<file path="src/rtl/module_2.sv">
// rtl/module_2.sv - ping-pong consumer: D[i] = B[i] + C[i] with running total on ap_return
module module_2 #(
    parameter int N  = 5,
    parameter int AW = 3,
    parameter int DW = 32
) (
    input  logic          ap_clk,
    input  logic          ap_rst,
    input  logic          ap_start,
    output logic          ap_done,
    input  logic          ap_continue,
    output logic          ap_idle,
    output logic          ap_ready,
    output logic [AW-1:0] B_address0,
    output logic          B_ce0,
    input  logic [DW-1:0] B_q0,
    output logic [AW-1:0] C_address0,
    output logic          C_ce0,
    input  logic [DW-1:0] C_q0,
    output logic [AW-1:0] D_address0,
    output logic          D_ce0,
    output logic          D_we0,
    output logic [DW-1:0] D_d0,
    output logic [DW-1:0] ap_return
);

    typedef enum logic [2:0] {
        S1 = 3'b001,
        S2 = 3'b010,
        S3 = 3'b100
    } state_t;

    // One extra counter bit so i can reach N without wrapping.
    localparam logic [AW:0] TRIP = (AW+1)'(N);

    state_t        state;
    state_t        state_nxt;
    logic [AW:0]   i;
    logic [AW:0]   i_nxt;
    logic [AW-1:0] addr_r;
    logic [DW-1:0] acc;
    logic          ap_done_reg;

    logic          accept;
    logic          loop_end;
    logic          loop_body;
    logic [DW-1:0] sum_d;

    assign accept    = (state == S1) && ap_start && !ap_done_reg;
    assign loop_end  = (state == S2) && (i == TRIP);
    assign loop_body = (state == S2) && (i != TRIP);
    assign sum_d     = B_q0 + C_q0;

    assign ap_return  = acc;
    assign B_address0 = i[AW-1:0];
    assign C_address0 = i[AW-1:0];
    assign D_address0 = addr_r;
    assign D_d0       = sum_d;

    // Memory strobes are masked by reset so an aborted loop cannot land a write on the reset edge.
    always_comb begin
        state_nxt = state;
        ap_done   = ap_done_reg;
        ap_ready  = 1'b0;
        ap_idle   = 1'b0;
        B_ce0     = 1'b0;
        C_ce0     = 1'b0;
        D_ce0     = 1'b0;
        D_we0     = 1'b0;
        case (state)
            S1: begin
                ap_idle = !ap_start;
                if (accept) begin
                    state_nxt = S2;
                end
            end
            S2: begin
                if (loop_end) begin
                    ap_done   = 1'b1;
                    ap_ready  = 1'b1;
                    state_nxt = S1;
                end else begin
                    B_ce0     = !ap_rst;
                    C_ce0     = !ap_rst;
                    state_nxt = S3;
                end
            end
            S3: begin
                D_ce0     = !ap_rst;
                D_we0     = !ap_rst;
                state_nxt = S2;
            end
            default: state_nxt = S1;
        endcase
    end

    always_ff @(posedge ap_clk) begin
        if (ap_rst) begin
            state       <= S1;
            ap_done_reg <= 1'b0;
            acc         <= '0;
            i           <= '0;
            i_nxt       <= '0;
            addr_r      <= '0;
        end else begin
            state <= state_nxt;
            if (ap_continue) begin
                ap_done_reg <= 1'b0;
            end else if (loop_end) begin
                ap_done_reg <= 1'b1;
            end
            if (accept) begin
                i   <= '0;
                acc <= '0;
            end
            if (loop_body) begin
                addr_r <= i[AW-1:0];
                i_nxt  <= i + 1'b1;
            end
            if (state == S3) begin
                acc <= acc + sum_d;
                i   <= i_nxt;
            end
        end
    end

endmodule

</file>
<file path="config.mk">
export PLATFORM = sky130hd
export DESIGN_NAME = module_2
export DESIGN_NICKNAME = d
export VERILOG_FILES = /design/src/rtl/module_2.sv
export SDC_FILE = /design/constraint.sdc
export NUM_CORES = 1
export LEC_CHECK = 0
export CAP_MARGIN = 20
export CORE_ASPECT_RATIO = 0.9
export CORE_MARGIN = 3
export CORE_UTILIZATION = 45
export CTS_CLUSTER_SIZE = 24
export DETAILED_ROUTE_END_ITERATION = 10
export GPL_TIMING_DRIVEN = 0
export HOLD_SLACK_MARGIN = 0.02
export PLACE_DENSITY_LB_ADDON = 0.2
export SLEW_MARGIN = 5
export SYNTH_ARGS = -nofsm -noshare
export SYNTH_HDL_FRONTEND = slang
export SYNTH_SLANG_ARGS = --single-unit
</file>
<file path="constraint.sdc">
create_clock -name ap_clk -period 5.2 [get_ports ap_clk]
set_input_delay 1.04 -clock ap_clk [delete_from_list [all_inputs] [get_ports ap_clk]]
set_output_delay 1.04 -clock ap_clk [all_outputs]
set_load 0.005 [all_outputs]
</file>
=== After elaboration in Yosys (flattened, before gate mapping) ===
Index checks and enable logic that the tools add are counted.

* Register bits: 47
* Input port bits: 68
* Word-level logic and storage cells: 39
* Output and inout port bits: 80

* Muxes and demuxes: 15
* $add $sub $neg: 3
* Reductions and logical operators: 9
* Equality and inequality tests: 6

{| class="wikitable"
|+ Operator list
! operator !! number
|-
| 32-bit adder || 2
|-
| 32-bit two-way mux || 2
|-
| 3-bit case mux with 3 select lines || 1
|-
| 1-bit two-way mux || 8
|-
| 4-bit two-way mux || 2
|-
| 3-bit two-way mux || 2
|-
| 4-bit by 1-bit adder with 4-bit output (second input constant) || 1
|-
| 4-bit by 3-bit == test with 1-bit output (second input constant) || 1
|-
| 1-bit logical AND || 4
|-
| 4-bit by 3-bit != test with 1-bit output (second input constant) || 1
|-
| 3-bit by 1-bit == test with 1-bit output (second input constant) || 1
|-
| 3-bit by 2-bit == test with 1-bit output (second input constant) || 1
|-
| 3-bit == test (second input constant) || 1
|-
| 1-bit zero test || 3
|-
| 2-bit != test (second input constant) || 1
|-
| 2-bit nonzero test || 1
|-
| 2-bit OR reduction || 1
|}

=== Logic depth before layout (Yosys ltp) ===
* Depth after elaboration: 5
* Depth in mapped cells: 23
* Gate-level depth less buffers: 23

=== Worst setup path before layout ===
OpenSTA, ideal clock, no wires.

* Kind: input to register
* From: input port B_q0[0]
* To: register acc[31], in the netlist ap_return[31]
* Cell stages on the path: 23
* Path slack: 0.295 ns
* Library setup time: 0.124 ns
* Path buffers: 0
* Arrival: 4.782 ns
* Data required time: 5.076 ns
* Path through: ha_1 inv_1 fa_1 nor2b_1 o21a_1 o21ai_1 a211oi_1 nor2_1 o21ai_1 a31oi_1 o21bai_1 a21oi_1 xnor2_1 ha_1 nand4_1 nor2_1 nor3b_2 o31ai_2 a2111oi_2 o31ai_2 xnor2_1 a21oi_1 o22ai_1

* Cells in the longest elaborated chain, start to end: 3

{| class="wikitable"
|+ RTL lines
! what !! RTL line !! source
|-
| start: declaration || 16 || <nowiki>input logic [DW-1:0] B_q0,</nowiki>
|-
| 32-bit adder || 52 || <nowiki>assign sum_d = B_q0 + C_q0;</nowiki>
|-
| via D_d0[16] || 23 || <nowiki>output logic [DW-1:0] D_d0,</nowiki>
|-
| 32-bit adder || 121 || <nowiki>acc <= acc + sum_d;</nowiki>
|-
| 32-bit two-way mux || 120 || <nowiki>if (state == S3) begin</nowiki>
|-
| end signal: assignment || 121 ||
|-
| end: declaration || 41 || <nowiki>logic [DW-1:0] acc;</nowiki>
|}

The timed path passes the listed nets, and every way through them passes these cells.
A chain may end at the register's enable or synchronous reset.

=== Worst setup path after layout ===
* From: input port B_q0[18]
* To: output port D_d0[29]

* Cells in the longest elaborated chain, start to end: 1

{| class="wikitable"
|+ RTL lines
! what !! RTL line
|-
| 32-bit adder || 52
|-
| end: declaration || 23
|}

Every way passes these cells.

==> metrics.md <==
| Metric | Value |
|---|---|
| Placement Rows | `34` |
| Routed WL | `14700 µm` |
| Via count of the routed design | `a little over 5000` |
| Worst voltage drop across the vdd grid | `around 0.00017 V` |
| IO buf count | `146` |
| Ratio of final minimum period to clock period | `0.985` |
| Final antenna-violating net count | `0` |
| F_max | `a little under 200 MHz` |
| Count of maximum capacitance violations | `0` |
| Final core utilization | `0.729` |
| Global-route usage over all layers | `0.225` |
| Net count, final | `just over 900` |
| Post-synth EDFFs | `0` |
| Top_reg_cell synth | `sky130_fd_sc_hd__dfxtp_1` |
| Vias in the first global route | `between 4000 and 5000` |
| Number of max-slew violations in the final report | `0` |
| Average vias per placed instance | `5.68` |
| CTS H-tree depth | `2` |
| Min Clock Period, post-route | `a little over 5 ns` |
| Global-route wire length before repair | `22700 µm` |
| DPL Wire Length | `between 10000 and 15000 µm` |
| Total internal power | `approximately 960 µW` |
| Relative contribution of combinational cells to total power | `0.494` |
| Clock network fraction of design power | `0.258` |
| Sw Pwr | `505 µW` |
| I/O pins | `roughly 150` |
| Worst slew margin | `0.385` |
| First-iteration detailed-routing DRC count | `between 200 and 300` |
| Gr ovfl total | `0` |
| Chip width | `114 µm` |
| Post-synthesis instance area | `approximately 0.0048 mm²` |
| Kind of critical path | `primary input to primary output` |
| Root Buffer | `sky130_fd_sc_hd__clkbuf_16` |
| Setup Slack @ Placement | `-0.916 ns` |
| Post-layout worst setup margin | `between 0.07 and 0.08 ns` |
| Clock Tree Buf Depth | `2` |
| Number of antenna violations at the first check in global routing | `0` |
| Setup-violating endpoint count in the final report | `0` |
| Total Die Area | `0.0119 mm²` |
| Core Box Area | `between 0.009 and 0.01 mm²` |
| Initial cell density of the core | `0.477` |
| Final Hold Violating Endpoints | `0` |
| Number of library cell types mapped by synthesis | `67` |
| Crit-path max FO | `6` |
| Clock latency at the later pin of the worst-skew pair | `a little under 0.3 ns` |
| Cell area after layout | `roughly 0.0073 mm²` |
| Part of the total power dissipated in sequential elements | `0.249` |
| DRC violation count after routing | `0` |
| TritonCTS clock tree | `yes` |
| Number of buffers created by CTS | `5` |
| Worst-Margin Slew | `0.920 ns` |
| Synthesized net count | `726` |
| Synth Register Bits | `47` |
| Nature of the critical path startpoint | `primary input` |
| Number of warnings issued by yosys | `0` |
| Layout cell share with drive strength beyond 1 | `0.163` |
| Kind of path behind the tightest hold check | `flip-flop to flip-flop` |
| Largest net degree at the start of global routing | `17` |
| Status | `completed` |
| Diodes inserted | `0` |
| Max reg flops | `32` |
| Total number of clock tree sinks | `47` |
| Synth async-reset ratio | `0` |
| Power density of the placed cells | `201 mW/mm²` |
| Arrival time reported for the critical path endpoint | `slightly above 4 ns` |
| First-pass DRT Iterations | `5` |
| Average wire per standard cell | `roughly 16 µm` |
| Worst hold slack | `0.462 ns` |
| Power, Total | `1.46 mW` |
| Register area share after synthesis | `0.197` |
| Standard cell area after detailed placement | `0.00638 mm²` |
| Sw Share | `0.345` |
| Clock transition time at the flip-flop clock pins of the worst setup and hold paths | `roughly 0.07 ns` |
| Final weighted congestion in routability-driven placement | `between 0.8 and 0.9` |
| Cell leakage power | `approximately 3.3 nW` |
| Endpoint required time on the critical path | `~4.2 ns` |
| Post-synthesis area per instance | `just over 8 µm²` |
| Hold buffers post-CTS | `0` |
| Setup crit end kind | `primary output` |
| Final clock skew | `between 0.005 and 0.006 ns` |
| Cell count after synthesis | `just under 600` |
| Layout overhead on the synthesized area | `52.9%` |
| Die Span Y | `between 100 and 150 µm` |
path summary, 6_finish.rpt:
check / from / to / slack (ns) / depth (start not counted)
worst min register to register: D_address0[2]$_SDFFE_PP0P_ / D_address0[2]$_SDFFE_PP0P_ / 0.46 / 2
worst max-delay path: B_q0[18] / D_d0[29] / 0.08 / 12
worst max register to register: ap_return[0]$_SDFFE_PP0P_ / ap_return[30]$_SDFFE_PP0P_ / 2.19 / 13
worst min-delay path: D_address0[2]$_SDFFE_PP0P_ / D_address0[2]$_SDFFE_PP0P_ / 0.46 / 2
metal layers:
layer	wire length [µm]	up-vias	part of all wire	global-route usage
met5	0	-	0	0
met4	144	0	0.0098	0.0424
met3	1000	16	0.068	0.0414
met2	7040	173	0.48	0.371
met1	6540	2412	0.44	0.307
li1	-	2529	-	-
placed cells by master, fill, tap and decap left out, types with 21 or more instances in the layout:
cell,synthesis,final
sky130_fd_sc_hd__a21oi_1,52,45
sky130_fd_sc_hd__buf_4,8,43
sky130_fd_sc_hd__a21o_1,26,25
sky130_fd_sc_hd__ha_1,68,54
sky130_fd_sc_hd__clkdlybuf4s50_1,0,122
sky130_fd_sc_hd__xor2_1,23,21
sky130_fd_sc_hd__nand2_1,34,32
sky130_fd_sc_hd__dfxtp_1,47,47
sky130_fd_sc_hd__xnor2_1,32,27
sky130_fd_sc_hd__nor2_1,69,66
through the flow:
| stage | std cells | TNS, ns |
|---|---|---|
| CTS | 883 | -0.199 |
| detailed placement | 860 | -10.95 |
| floorplan | 588 | 0 |
| global placement | 860 | -10.04 |
| global route | 903 | -0.135 |
| finish | 903 | 0 |
area by class of cell:
type / count / area [µm²]
buffer: 19 / 103
clock inverter: 3 / 47.5
multi-input combinational: 499 / 4060
inverter: 23 / 86.3
tap: 126 / 158
timing repair buffer: 181 / 1760
clock buffer: 5 / 125
fill: 784 / 2710
sequential: 47 / 941
synth_stat cells, types with 3 or more instances:
cell type | count | area [µm²]
sky130_fd_sc_hd__o21bai_1 | 10 | 75.1
sky130_fd_sc_hd__clkbuf_1 | 10 | 37.5
sky130_fd_sc_hd__nand2b_1 | 9 | 56.3
sky130_fd_sc_hd__a211oi_1 | 5 | 37.5
sky130_fd_sc_hd__o31ai_1 | 4 | 30.0
sky130_fd_sc_hd__o21a_1 | 5 | 37.5
sky130_fd_sc_hd__nand3b_1 | 3 | 22.5
sky130_fd_sc_hd__nor2_1 | 69 | 259
sky130_fd_sc_hd__xor2_1 | 23 | 201
sky130_fd_sc_hd__nor3b_1 | 4 | 30.0
sky130_fd_sc_hd__inv_1 | 22 | 82.6
sky130_fd_sc_hd__o21ai_0 | 19 | 95.1
sky130_fd_sc_hd__xnor2_1 | 32 | 280
sky130_fd_sc_hd__nand2_1 | 34 | 128
sky130_fd_sc_hd__o211ai_1 | 3 | 22.5
sky130_fd_sc_hd__and3_1 | 9 | 56.3
sky130_fd_sc_hd__ha_1 | 68 | 851
sky130_fd_sc_hd__nor3_1 | 7 | 35.0
sky130_fd_sc_hd__nor2b_1 | 12 | 75.1
sky130_fd_sc_hd__o22ai_1 | 3 | 18.8
sky130_fd_sc_hd__o21ai_1 | 11 | 55.1
sky130_fd_sc_hd__buf_4 | 8 | 60.1
sky130_fd_sc_hd__a21oi_1 | 52 | 260
sky130_fd_sc_hd__a31oi_1 | 8 | 50.1
sky130_fd_sc_hd__o31ai_2 | 3 | 37.5
sky130_fd_sc_hd__a22oi_1 | 19 | 143
sky130_fd_sc_hd__or3_1 | 6 | 37.5
sky130_fd_sc_hd__mux2i_1 | 3 | 30.0
sky130_fd_sc_hd__a22o_1 | 3 | 26.3
sky130_fd_sc_hd__a21o_1 | 26 | 195
sky130_fd_sc_hd__dfxtp_1 | 47 | 941
sky130_fd_sc_hd__nand3_1 | 4 | 20.0
sky130_fd_sc_hd__nand4_1 | 4 | 25.0
cells by family (layout without fill, tap and decap cells):
group,after synthesis,count (layout),synth area share
DFF,47,47,0.197
xor gates and xnor gates,55,55,0.101
buffers and inverters,42,231,0.0396
and+or+nand+nor,173,173,0.179
muxes,4,4,0.00866
adders and majority gates,70,70,0.187
AOI/OAI and AO/OA,197,197,0.287
power by group through the flow:
stage / Combinational (mW) / Sequential (mW) / Clock, mW
floorplan: 0.355 / 0.372 / 0
global placement: 0.585 / 0.372 / 0
detailed placement: 0.599 / 0.372 / 0
CTS: 0.650 / 0.364 / 0.382
global route: 0.780 / 0.364 / 0.397
finish: 0.722 / 0.364 / 0.377
worst max-delay path, cell delays in order:
cell and delay [ns]:
sky130_fd_sc_hd__clkdlybuf4s50_1 0.40, sky130_fd_sc_hd__ha_1 0.42, sky130_fd_sc_hd__nand2_1 0.19, sky130_fd_sc_hd__nor2_1 0.07, sky130_fd_sc_hd__o31a_1 0.30, sky130_fd_sc_hd__o31ai_2 0.37
sky130_fd_sc_hd__a311oi_4 0.18, sky130_fd_sc_hd__nand2b_4 0.18, sky130_fd_sc_hd__nand2b_1 0.08, sky130_fd_sc_hd__nand2_1 0.09, sky130_fd_sc_hd__xnor2_2 0.21, sky130_fd_sc_hd__clkdlybuf4s50_1 0.54
repair_timing:
action | in CTS | in global routing
gates cloned | 0 | 0
setup buffers | 15 | 20
pin swaps | 20 | 50
gates resized for setup | 32 | 63
setup endpoints to repair | 29 | 27
No activity file was read; power rests on OpenSTA's default activity.
